**src/rtl/mem_port_arbiter.sv**
```systemverilog
// Arbiter sharing one single-port synchronous RAM between instruction fetch and load/store.
// Data has priority, a burst limit guarantees fetch progress, and every grant gets a response one cycle later.
module mem_port_arbiter #(
    parameter int ADDR_WIDTH  = 12,
    parameter int MAX_D_BURST = 2
) (
    input  logic                  clk,
    input  logic                  rst_n,
    input  logic                  if_req,
    input  logic [31:0]           if_addr,
    output logic                  if_gnt,
    output logic                  if_rvalid,
    output logic [31:0]           if_rdata,
    input  logic                  d_req,
    input  logic                  d_we,
    input  logic [31:0]           d_addr,
    input  logic [31:0]           d_wdata,
    input  logic [2:0]            d_funct3,
    output logic                  d_gnt,
    output logic                  d_rvalid,
    output logic [31:0]           d_rdata,
    output logic                  d_err,
    output logic                  mem_en,
    output logic [3:0]            mem_we,
    output logic [ADDR_WIDTH-1:0] mem_addr,
    output logic [31:0]           mem_wdata,
    input  logic [31:0]           mem_rdata
);
    localparam int BW = $clog2(MAX_D_BURST + 2);
    localparam logic [BW-1:0] BURST_MAX = BW'(MAX_D_BURST);

    typedef enum logic { OWNER_IF = 1'b0, OWNER_D = 1'b1 } owner_e;

    logic [BW-1:0] burst_q, burst_d;
    logic          rsp_valid_q, rsp_valid_d;
    owner_e        rsp_owner_q, rsp_owner_d;
    logic          rsp_we_q, rsp_we_d;
    logic [2:0]    rsp_funct3_q, rsp_funct3_d;
    logic [1:0]    rsp_off_q, rsp_off_d;
    logic          rsp_err_q, rsp_err_d;

    logic fetch_forced, if_win, d_win;
    logic d_illegal, d_misaligned, d_bad;
    logic [31:0] lane_data;

    logic unused_addr_bits;
    assign unused_addr_bits = ^{if_addr[31:ADDR_WIDTH+2], if_addr[1:0], d_addr[31:ADDR_WIDTH+2]};

    always_comb begin : request_check
        d_illegal    = 1'b0;
        d_misaligned = 1'b0;
        if (d_we) begin
            d_illegal = (d_funct3 > 3'b010);
        end else begin
            d_illegal = (d_funct3 == 3'b011) || (d_funct3 == 3'b110) || (d_funct3 == 3'b111);
        end
        case (d_funct3[1:0])
            2'b01:   d_misaligned = d_addr[0];
            2'b10:   d_misaligned = (d_addr[1:0] != 2'b00);
            default: d_misaligned = 1'b0;
        endcase
        d_bad = d_illegal | d_misaligned;
    end

    // Winners are computed ungated; the flops are held in reset, only the outputs need gating.
    always_comb begin : arbitrate
        fetch_forced = if_req && (burst_q == BURST_MAX);
        d_win        = d_req && !fetch_forced;
        if_win       = if_req && !d_win;
    end

    always_comb begin : next_state
        burst_d = burst_q;
        if (!if_req || if_win) begin
            burst_d = '0;
        end else if (d_win && (burst_q != BURST_MAX)) begin
            burst_d = burst_q + 1'b1;
        end
        rsp_valid_d  = if_win | d_win;
        rsp_owner_d  = d_win ? OWNER_D : OWNER_IF;
        rsp_we_d     = d_win & d_we;
        rsp_funct3_d = d_funct3;
        rsp_off_d    = d_addr[1:0];
        rsp_err_d    = d_win & d_bad;
    end

    always_ff @(posedge clk or negedge rst_n) begin
        if (!rst_n) begin
            burst_q      <= '0;
            rsp_valid_q  <= 1'b0;
            rsp_owner_q  <= OWNER_IF;
            rsp_we_q     <= 1'b0;
            rsp_funct3_q <= 3'b000;
            rsp_off_q    <= 2'b00;
            rsp_err_q    <= 1'b0;
        end else begin
            burst_q      <= burst_d;
            rsp_valid_q  <= rsp_valid_d;
            rsp_owner_q  <= rsp_owner_d;
            rsp_we_q     <= rsp_we_d;
            rsp_funct3_q <= rsp_funct3_d;
            rsp_off_q    <= rsp_off_d;
            rsp_err_q    <= rsp_err_d;
        end
    end

    // Errored data requests are consumed without touching the RAM.
    always_comb begin : ram_port
        mem_en    = 1'b0;
        mem_we    = 4'b0000;
        mem_addr  = '0;
        mem_wdata = '0;
        if (if_win) begin
            mem_en   = 1'b1;
            mem_addr = if_addr[ADDR_WIDTH+1:2];
        end else if (d_win && !d_bad) begin
            mem_en   = 1'b1;
            mem_addr = d_addr[ADDR_WIDTH+1:2];
            if (d_we) begin
                case (d_funct3[1:0])
                    2'b00: begin
                        mem_we    = 4'b0001 << d_addr[1:0];
                        mem_wdata = {4{d_wdata[7:0]}};
                    end
                    2'b01: begin
                        mem_we    = 4'b0011 << d_addr[1:0];
                        mem_wdata = {2{d_wdata[15:0]}};
                    end
                    default: begin
                        mem_we    = 4'b1111;
                        mem_wdata = d_wdata;
                    end
                endcase
            end
        end
        if (!rst_n) begin
            mem_en    = 1'b0;
            mem_we    = 4'b0000;
            mem_addr  = '0;
            mem_wdata = '0;
        end
    end

    assign if_gnt    = if_win & rst_n;
    assign d_gnt     = d_win & rst_n;
    assign if_rvalid = rsp_valid_q && (rsp_owner_q == OWNER_IF);
    assign if_rdata  = if_rvalid ? mem_rdata : 32'h0;
    assign d_rvalid  = rsp_valid_q && (rsp_owner_q == OWNER_D);
    assign d_err     = d_rvalid & rsp_err_q;

    always_comb begin : load_format
        lane_data = mem_rdata >> {rsp_off_q, 3'b000};
        d_rdata   = 32'h0;
        if (d_rvalid && !rsp_we_q && !rsp_err_q) begin
            case (rsp_funct3_q)
                3'b000:  d_rdata = {{24{lane_data[7]}}, lane_data[7:0]};
                3'b001:  d_rdata = {{16{lane_data[15]}}, lane_data[15:0]};
                3'b010:  d_rdata = mem_rdata;
                3'b100:  d_rdata = {24'h0, lane_data[7:0]};
                3'b101:  d_rdata = {16'h0, lane_data[15:0]};
                default: d_rdata = 32'h0;
            endcase
        end
    end
endmodule

```
**config.mk**
```make
export PLATFORM = sky130hd
export DESIGN_NAME = mem_port_arbiter
export DESIGN_NICKNAME = d
export VERILOG_FILES = /design/src/rtl/mem_port_arbiter.sv
export SDC_FILE = /design/constraint.sdc
export NUM_CORES = 1
export LEC_CHECK = 0
export BUFFER_PORTS_ARGS = -buffer_cell sky130_fd_sc_hd__buf_2
export CAP_MARGIN = 20
export CORE_AREA = 2 2 100 102
export DETAILED_ROUTE_END_ITERATION = 7
export DIE_AREA = 0 0 102 104
export GPL_TIMING_DRIVEN = 0
export HOLD_SLACK_MARGIN = 0.15
export PLACE_DENSITY_LB_ADDON = 0.25
export SLEW_MARGIN = 15
export SYNTH_ARGS = -nofsm -noshare
export SYNTH_HDL_FRONTEND = slang
export SYNTH_SLANG_ARGS = --single-unit
```
**constraint.sdc**
```tcl
create_clock -name clk -period 4.55 [get_ports clk]
set_input_delay 0.2275 -clock clk [delete_from_list [all_inputs] [get_ports clk]]
set_output_delay 0.2275 -clock clk [all_outputs]
set_load 0.05 [all_outputs]
```
==> reports/results.tsv, run 1 <==
metric	value	unit
Worst Skew	1.61	ps
Max-Cap Viols	0	
IO buf count	215	
Setup-failing EPs final	0	
Tcrit/Tclk final	0.601	
Placement Setup Slack	1960	ps
critical path type	reg2out	
prevailing post-synth register cell	dfrtp_1	
Synth area leaders	dfrtp_1 12%, a21oi_1 10%, and2_1 9.6%	
total gr overflow	0	
first-pass GRT wire length	15200	microns
Crit Path Max Fanout	10	
total CTS buffers	3	
Root Buffer	clkbuf_8	
Placed Area	3520	sq um
Post-synth ARST share	1.00	
Starting Density	0.238	
row cnt	36	
Pleak	1.93	nW
Slew Limit Fails	0	
post-route design area	3580	sq um
Peak VDD IR	0.0791	mV
setup ws final	1820	ps
clock slew seen by the registers of the worst setup and hold paths	50	ps
area grow syn2layout	57.4	%
RSZ-0062 raised after global routing	no	
drt total wl	10300	microns
worst rel slew slack	0.410	
yosys warns	0	
CTS resizes	0	
Mapped Avg Cell Area	6.62	sq um
Netlist Area Pre-Place	2280	sq um
Hold Crit Class	in2reg	
PD cells	167	nW/um^2
# diodes	0	
Die Y	104	microns
Final TNS setup	0	ps
CTS sink count	11	
Post-CTS Setup Bufs	0	
total design power	0.599	mW
post-synthesis sequential area ratio	0.121	
r2r setup slk	3400	ps
cell count after synthesis	344	
antenna-violating nets left	0	
CP Capture Type	output port	
Synth top area share	0.121	
Final min period	2730	ps
number of flops mapped to enable cells by yosys	0	
H-tree levels	1	
filler cell count	1063	
first-pass iteration count of the detailed router	4	
fin nets	708	
GP Congestion	0.888	
Top Ports	254	
CTS Buffer Depth	2	
final non-filler cell total	698	
DP Cell Count	692	
largest net degree at the start of global routing	15	
FMAX	366	MHz
vias	3395	
Residual DRC	0	
Synth Net Count	486	
CP Launch Type	register	
GRT Util Overall	0.175	
routed length per instance	14.8	microns
CTS tree	yes	
via-per-instance ratio	4.86	
die width	102	microns
HPWL Detailed	8590	microns
vias in the first global route	3032	
#FFs+latches synth	11	
core area	9550	sq um
initial drt markers	133	
final core occ	0.375	
Unique masters post-synth	43	
WHS	157	ps
status	finished, final reports clean	
CP arrival	2510	ps
commonest non-fill, non-tap cells in the layout	221 x buf_2, 53 x nor2_1, 47 x a21oi_1	
Slew @ Worst Pin	883	ps
Critical Path RT	4320	ps
layout cells sized above 1	0.437	
Hold Fails Final Rpt	0	
commonest non-fill, non-tap cell in the layout	buf_2	
initial antenna violation count	0	
area leader, netlist	dfrtp_1	
worst skew pair latency	230	ps
total die area	10600	sq um
==> metal layers <==
layer	up-vias	track usage	part of all wire
met4	0	0.0419	0.012
met2	191	0.334	0.50
li1	1673	-	-
met5	-	0	0
met1	1520	0.201	0.40
met3	11	0.0202	0.084
==> synth_stat cells, types with 2 or more instances <==
| cell | count |
|---|---|
| nor3b_1 | 2 |
| buf_1 | 2 |
| buf_2 | 6 |
| nand3_1 | 2 |
| a21oi_1 | 47 |
| and2_1 | 35 |
| a22o_1 | 12 |
| o21ai_1 | 2 |
| mux2_2 | 8 |
| nor2_1 | 53 |
| nand2_1 | 39 |
| o21ai_0 | 3 |
| or2_2 | 3 |
| and3_1 | 15 |
| ha_1 | 6 |
| a31oi_1 | 10 |
| mux2i_1 | 4 |
| dfrtp_1 | 11 |
| nor3_1 | 8 |
| a22oi_1 | 14 |
| nand2b_1 | 4 |
| inv_1 | 5 |
| clkbuf_1 | 21 |
| a211oi_1 | 7 |
| mux4_2 | 7 |
==> power breakdown <==
| group | switching, mW | internal (mW) |
|---|---|---|
| sequential | 0.00381 | 0.103 |
| combinational | 0.275 | 0.124 |
| clock | 0.0319 | 0.0611 |
==> registers in the layout, indices dropped and copies added (netlist names) <==
name / cells
rsp_funct3_q: 3
burst_q: 2
rsp_err_q: 1
rsp_valid_q: 1
rsp_owner_q: 1
rsp_off_q: 2
rsp_we_q: 1
==> final timing paths <==
check                                          start                   endpoint  cells past startpoint
max in group asynchronous                      rst_n  rsp_funct3_q[0]$_DFF_PN0_                      2
max reg2reg                   burst_q[0]$_DFFE_PN0P_     burst_q[1]$_DFFE_PN0P_                      5
max                        rsp_funct3_q[1]$_DFF_PN0_                d_rdata[14]                      6
min in group asynchronous                      rst_n     burst_q[0]$_DFFE_PN0P_                      2
min reg2reg                   burst_q[0]$_DFFE_PN0P_     burst_q[0]$_DFFE_PN0P_                      1
min                                      d_funct3[0]  rsp_funct3_q[0]$_DFF_PN0_                      1
==> final cells by class <==
| type | instances | area [sq um] | area share |
|---|---|---|---|
| multi-input combinational | 296 | 1840 | 0.514 |
| buffer | 31 | 135 | 0.0377 |
| clock buffer | 4 | 45.0 | 0.0126 |
| timing repair buffer | 217 | 1100 | 0.306 |
| sequential | 11 | 275 | 0.0768 |
| inverter | 6 | 22.5 | 0.00628 |
| tap | 133 | 166 | 0.0464 |
==> cells by family (layout without fill, tap and decap cells) <==
family,after synthesis,after routing,share of synthesized area
and+or+nand+nor,168,168,0.361
AOI/OAI and AO/OA,103,103,0.290
buffers and inverters,37,258,0.0692
muxes,19,19,0.126
DFF,11,11,0.121
adders and majority gates,6,6,0.0330
==> worst max-delay path, stage by stage, from the launching register on <==
cell and delay, ps:
dfrtp_1 450, inv_2 150, nor3_1 570, clkbuf_1 450, nand2_1 100, a31oi_1 240
buf_2 310
==> what timing repair did <==
| action | in CTS | in global routing |
|---|---|---|
| endpoints found under the hold margin | 12 | 0 |
| hold buffers | 2 | 0 |
| endpoints found under the setup margin | 0 | 0 |
(Power assumes the default switching activity.)
==> run 2: changes to the inputs <==
==> constraint.sdc (replaced) <==
create_clock -name clk -period 2.8 [get_ports clk]
set_input_delay 0.14 -clock clk [delete_from_list [all_inputs] [get_ports clk]]
set_output_delay 0.14 -clock clk [all_outputs]
set_load 0.05 [all_outputs]
==> reports/results.tsv, run 2 (same netlist as run 1, synthesis figures left out) <==
metric	value	unit
row cnt	36	
final core occ	0.381	
CP Launch Type	register	
area of the multi-input gates	1840	sq um
CTS Buffer Depth	2	
Crit Path Max Fanout	10	
IO buf count	215	
first-pass GRT wire length	15200	microns
core area	9550	sq um
Pleak	1.96	nW
ordered list of cells on the worst path	inv_2, nor3_1, clkbuf_1, nand2_1, a31oi_1, buf_2	
fin nets	713	
first-pass iteration count of the detailed router	4	
initial drt markers	128	
filler cell count	1061	
Placement Setup Slack	388	ps
via-per-instance ratio	4.88	
Worst Skew	1.69	ps
CP arrival	2510	ps
Slew Limit Fails	0	
antenna-violating nets left	0	
total die area	10600	sq um
final non-filler cell total	703	
Setup-failing EPs final	0	
worst rel slew slack	0.401	
critical path type	reg2out	
vias	3428	
r2r startpoint	burst_q[0]$_DFFE_PN0P_	
DP Cell Count	692	
CP Capture Type	output port	
Biggest register	rsp_funct3_q	
area grow syn2layout	59.7	%
Final min period	2650	ps
commonest non-fill, non-tap cell in the layout	buf_2	
max reg flops	3	
layout cells sized above 1	0.435	
Peak VDD IR	0.128	mV
Slew @ Worst Pin	896	ps
vias in the first global route	3047	
Setup crit start	rsp_funct3_q[1]$_DFF_PN0_	
Residual DRC	0	
Final TNS setup	0	ps
routed length per instance	14.8	microns
Regs by FF count	rsp_funct3_q (3), burst_q (2), rsp_off_q (2)	
FF-to-FF End	burst_q[1]$_DFFE_PN0P_	
slowest stage delay, CP	580	ps
initial antenna violation count	0	
CP Capture Point	d_rdata[14]	
worst skew pair latency	230	ps
GP Congestion	0.888	
Top Ports	254	
H-tree levels	1	
CTS sink count	11	
Crit-path slowest cell	nor3_1	
Max-Cap Viols	0	
WHS	163	ps
Root Buffer	clkbuf_8	
# diodes	0	
FF/Latch Area	275	sq um
setup ws final	150	ps
Tcrit/Tclk final	0.946	
Hold Crit Class	in2reg	
GRT Util Overall	0.175	
FMAX	377	MHz
CTS tree	yes	
drt total wl	10400	microns
largest net degree at the start of global routing	15	
r2r setup slk	1650	ps
HPWL Detailed	8590	microns
FF-to-FF path depth	5	
total CTS buffers	3	
RSZ-0062 raised after global routing	no	
Starting Density	0.238	
clock slew seen by the registers of the worst setup and hold paths	50	ps
status	finished, final reports clean	
Critical Path RT	2660	ps
commonest non-fill, non-tap cells in the layout	221 x buf_2, 53 x nor2_1, 47 x a21oi_1	
total gr overflow	0	
die width	102	microns
PD cells	270	nW/um^2
Die Y	104	microns
Hold Fails Final Rpt	0	
==> run 2: layer usage <==
| metal | GRT usage | routed length, microns | vias to the layer above |
|---|---|---|---|
| met5 | 0 | 0 | - |
| met4 | 0.0419 | 103 | 0 |
| met3 | 0.0195 | 859 | 9 |
| met2 | 0.335 | 5330 | 200 |
| met1 | 0.203 | 4120 | 1538 |
| li1 | - | - | 1681 |
==> run 2: worst max-delay path, delay by kind of cell, from the launching register on <==
kind                   cells  cell delay (ps)
AOI/OAI and AO/OA          1              240
and+or+nand+nor            2              680
buffers and inverters      3              910
DFF                        1              440
==> run 2: area by class of cell <==
type	count	area share
flip-flops and latches	11	0.0757
repair buffers	222	0.315
inverters	6	0.00619
clock buffers	4	0.0124
well taps	133	0.0458
plain buffers	31	0.0375
multi-input cells	296	0.507
==> run 2: worst min path at each step <==
stage / to / startpoint / cells after the start
after global routing: rsp_valid_q$_DFF_PN0_ / if_req / 2
after CTS: rsp_valid_q$_DFF_PN0_ / if_req / 2
after detailed placement: burst_q[0]$_DFFE_PN0P_ / rst_n / 1
after floorplan: burst_q[0]$_DFFE_PN0P_ / rst_n / 0
after global placement: burst_q[1]$_DFFE_PN0P_ / rst_n / 1
final: rsp_valid_q$_DFF_PN0_ / if_req / 2
==> run 2: repair_timing <==
action	4_1_cts	5_1_grt
setup buffers	0	0
endpoints found under the hold margin	17	0
endpoints found under the setup margin	0	1
hold buffers	7	0
gates resized for setup	0	2
==> run 2: where the power goes <==
group	leakage (nW)	switching (mW)	internal, mW	total [mW]
sequential	0.133	0.00617	0.168	0.174
combinational	1.80	0.448	0.207	0.655
clock	0.0228	0.0518	0.0993	0.151
total	1.96	0.506	0.474	0.980
==> run 2: metrics by stage <==
stage	total power, mW	area (sq um)
finish	0.980	3640
global route	1.04	3640
CTS	0.986	3630
detailed placement	0.822	3520
global placement	0.817	3520
floorplan	0.610	2280
==> run 3: changes to the inputs <==
==> constraint.sdc (replaced) <==
create_clock -name clk -period 3.4 [get_ports clk]
set_input_delay 0.17 -clock clk [delete_from_list [all_inputs] [get_ports clk]]
set_output_delay 0.17 -clock clk [all_outputs]
set_load 0.05 [all_outputs]
==> reports/results.tsv, run 3 (same netlist as run 1, synthesis figures left out) <==
metric	value	unit
status	finished, final reports clean	
total gr overflow	0	
Die Y	104	microns
CTS resizes	0	
filler cell count	1058	
FMAX	340	MHz
Hold Fails Final Rpt	0	
initial antenna violation count	0	
Final TNS setup	0	ps
Max-Cap Viols	0	
CTS tree	yes	
Critical Path RT	3230	ps
# diodes	0	
Worst Skew	1.60	ps
die width	102	microns
WHS	166	ps
area grow syn2layout	59.2	%
worst rel slew slack	0.407	
fin nets	712	
total die area	10600	sq um
initial drt markers	131	
CP Launch Type	input pin	
HPWL Detailed	8590	microns
final non-filler cell total	702	
Crit Path Max Fanout	10	
antenna-violating nets left	0	
Setup-failing EPs final	0	
Top Ports	254	
Biggest register	rsp_funct3_q	
total CTS buffers	3	
largest net degree at the start of global routing	15	
H-tree levels	1	
DP Cell Count	692	
FF/Latch Area	275	sq um
GRT Util Overall	0.174	
GP Congestion	0.888	
core area	9550	sq um
area of the multi-input gates	1840	sq um
layout cells sized above 1	0.434	
Slew Limit Fails	0	
Starting Density	0.238	
Tcrit/Tclk final	0.866	
Residual DRC	0	
row cnt	36	
clock slew seen by the registers of the worst setup and hold paths	50	ps
Peak VDD IR	0.106	mV
Slew @ Worst Pin	888	ps
routed length per instance	14.7	microns
Root Buffer	clkbuf_8	
commonest non-fill, non-tap cells in the layout	221 x buf_2, 53 x nor2_1, 47 x a21oi_1	
Hold Crit Class	in2reg	
critical path type	in2out	
CTS sink count	11	
vias in the first global route	3046	
drt total wl	10300	microns
RSZ-0062 raised after global routing	no	
CTS Buffer Depth	2	
CP Capture Type	output port	
first-pass iteration count of the detailed router	4	
CP arrival	2770	ps
PD cells	222	nW/um^2
first-pass GRT wire length	15200	microns
worst skew pair latency	230	ps
Final min period	2940	ps
max reg flops	3	
IO buf count	215	
final core occ	0.380	
via-per-instance ratio	4.85	
commonest non-fill, non-tap cell in the layout	buf_2	
vias	3406	
Pleak	1.95	nW
Regs by FF count	rsp_funct3_q (3), burst_q (2), rsp_off_q (2)	
## run 3: critical path, cell delays in order
cell and delay, ps:
dlygate4sd3_1 520, buf_2 140, inv_1 80, ha_1 230
o21ai_1 130, o221ai_1 160, or3_1 390, buf_2 200
buf_2 210, a211oi_1 230, buf_2 310
## run 3: report_power, final
group | internal [mW] | switching, mW | total (mW)
clock network | 0.0818 | 0.0427 | 0.124
logic | 0.169 | 0.369 | 0.538
registers | 0.139 | 0.00510 | 0.144
total | 0.390 | 0.416 | 0.806
## run 3: worst paths after layout
path	end	slack, ps	cells past startpoint	start
min in group asynchronous	burst_q[0]$_DFFE_PN0P_	350	2	rst_n
max in group asynchronous	rsp_funct3_q[0]$_DFF_PN0_	2820	2	rst_n
hold reg to reg	burst_q[0]$_DFFE_PN0P_	430	1	burst_q[0]$_DFFE_PN0P_
hold / removal	rsp_funct3_q[1]$_DFF_PN0_	170	1	d_funct3[1]
setup reg to reg	burst_q[1]$_DFFE_PN0P_	2250	5	burst_q[0]$_DFFE_PN0P_
setup / recovery	mem_wdata[26]	460	11	d_funct3[0]
## run 3: layer usage
metal / part of all wire / GRT usage / routed length [microns] / vias up
li1: - / - / - / 1682
met1: 0.40 / 0.201 / 4150 / 1530
met2: 0.51 / 0.334 / 5260 / 185
met3: 0.080 / 0.0181 / 827 / 9
met4: 0.010 / 0.0419 / 103 / 0
met5: 0 / 0 / 0 / -
## run 3: per-stage QoR
stage          power [mW]  instance area, sq um  setup slack [ps]
2_1_floorplan       0.502                  2280               589
3_3_place_gp        0.672                  3520               934
3_5_place_dp        0.677                  3520               928
4_1_cts             0.811                  3620               429
5_1_grt             0.857                  3620               299
6_report            0.806                  3620               456
## run 3: repair_timing
action	in CTS	in global routing
endpoints found under the hold margin	16	0
buffers inserted	0	0
hold buffers	6	0
## run 3: cell type report
class	instances	area share
well taps	133	0.0459
plain buffers	31	0.0373
repair buffers	221	0.313
inverters	6	0.00621
multi-input cells	296	0.509
clock buffers	4	0.0124
flip-flops and latches	11	0.0759
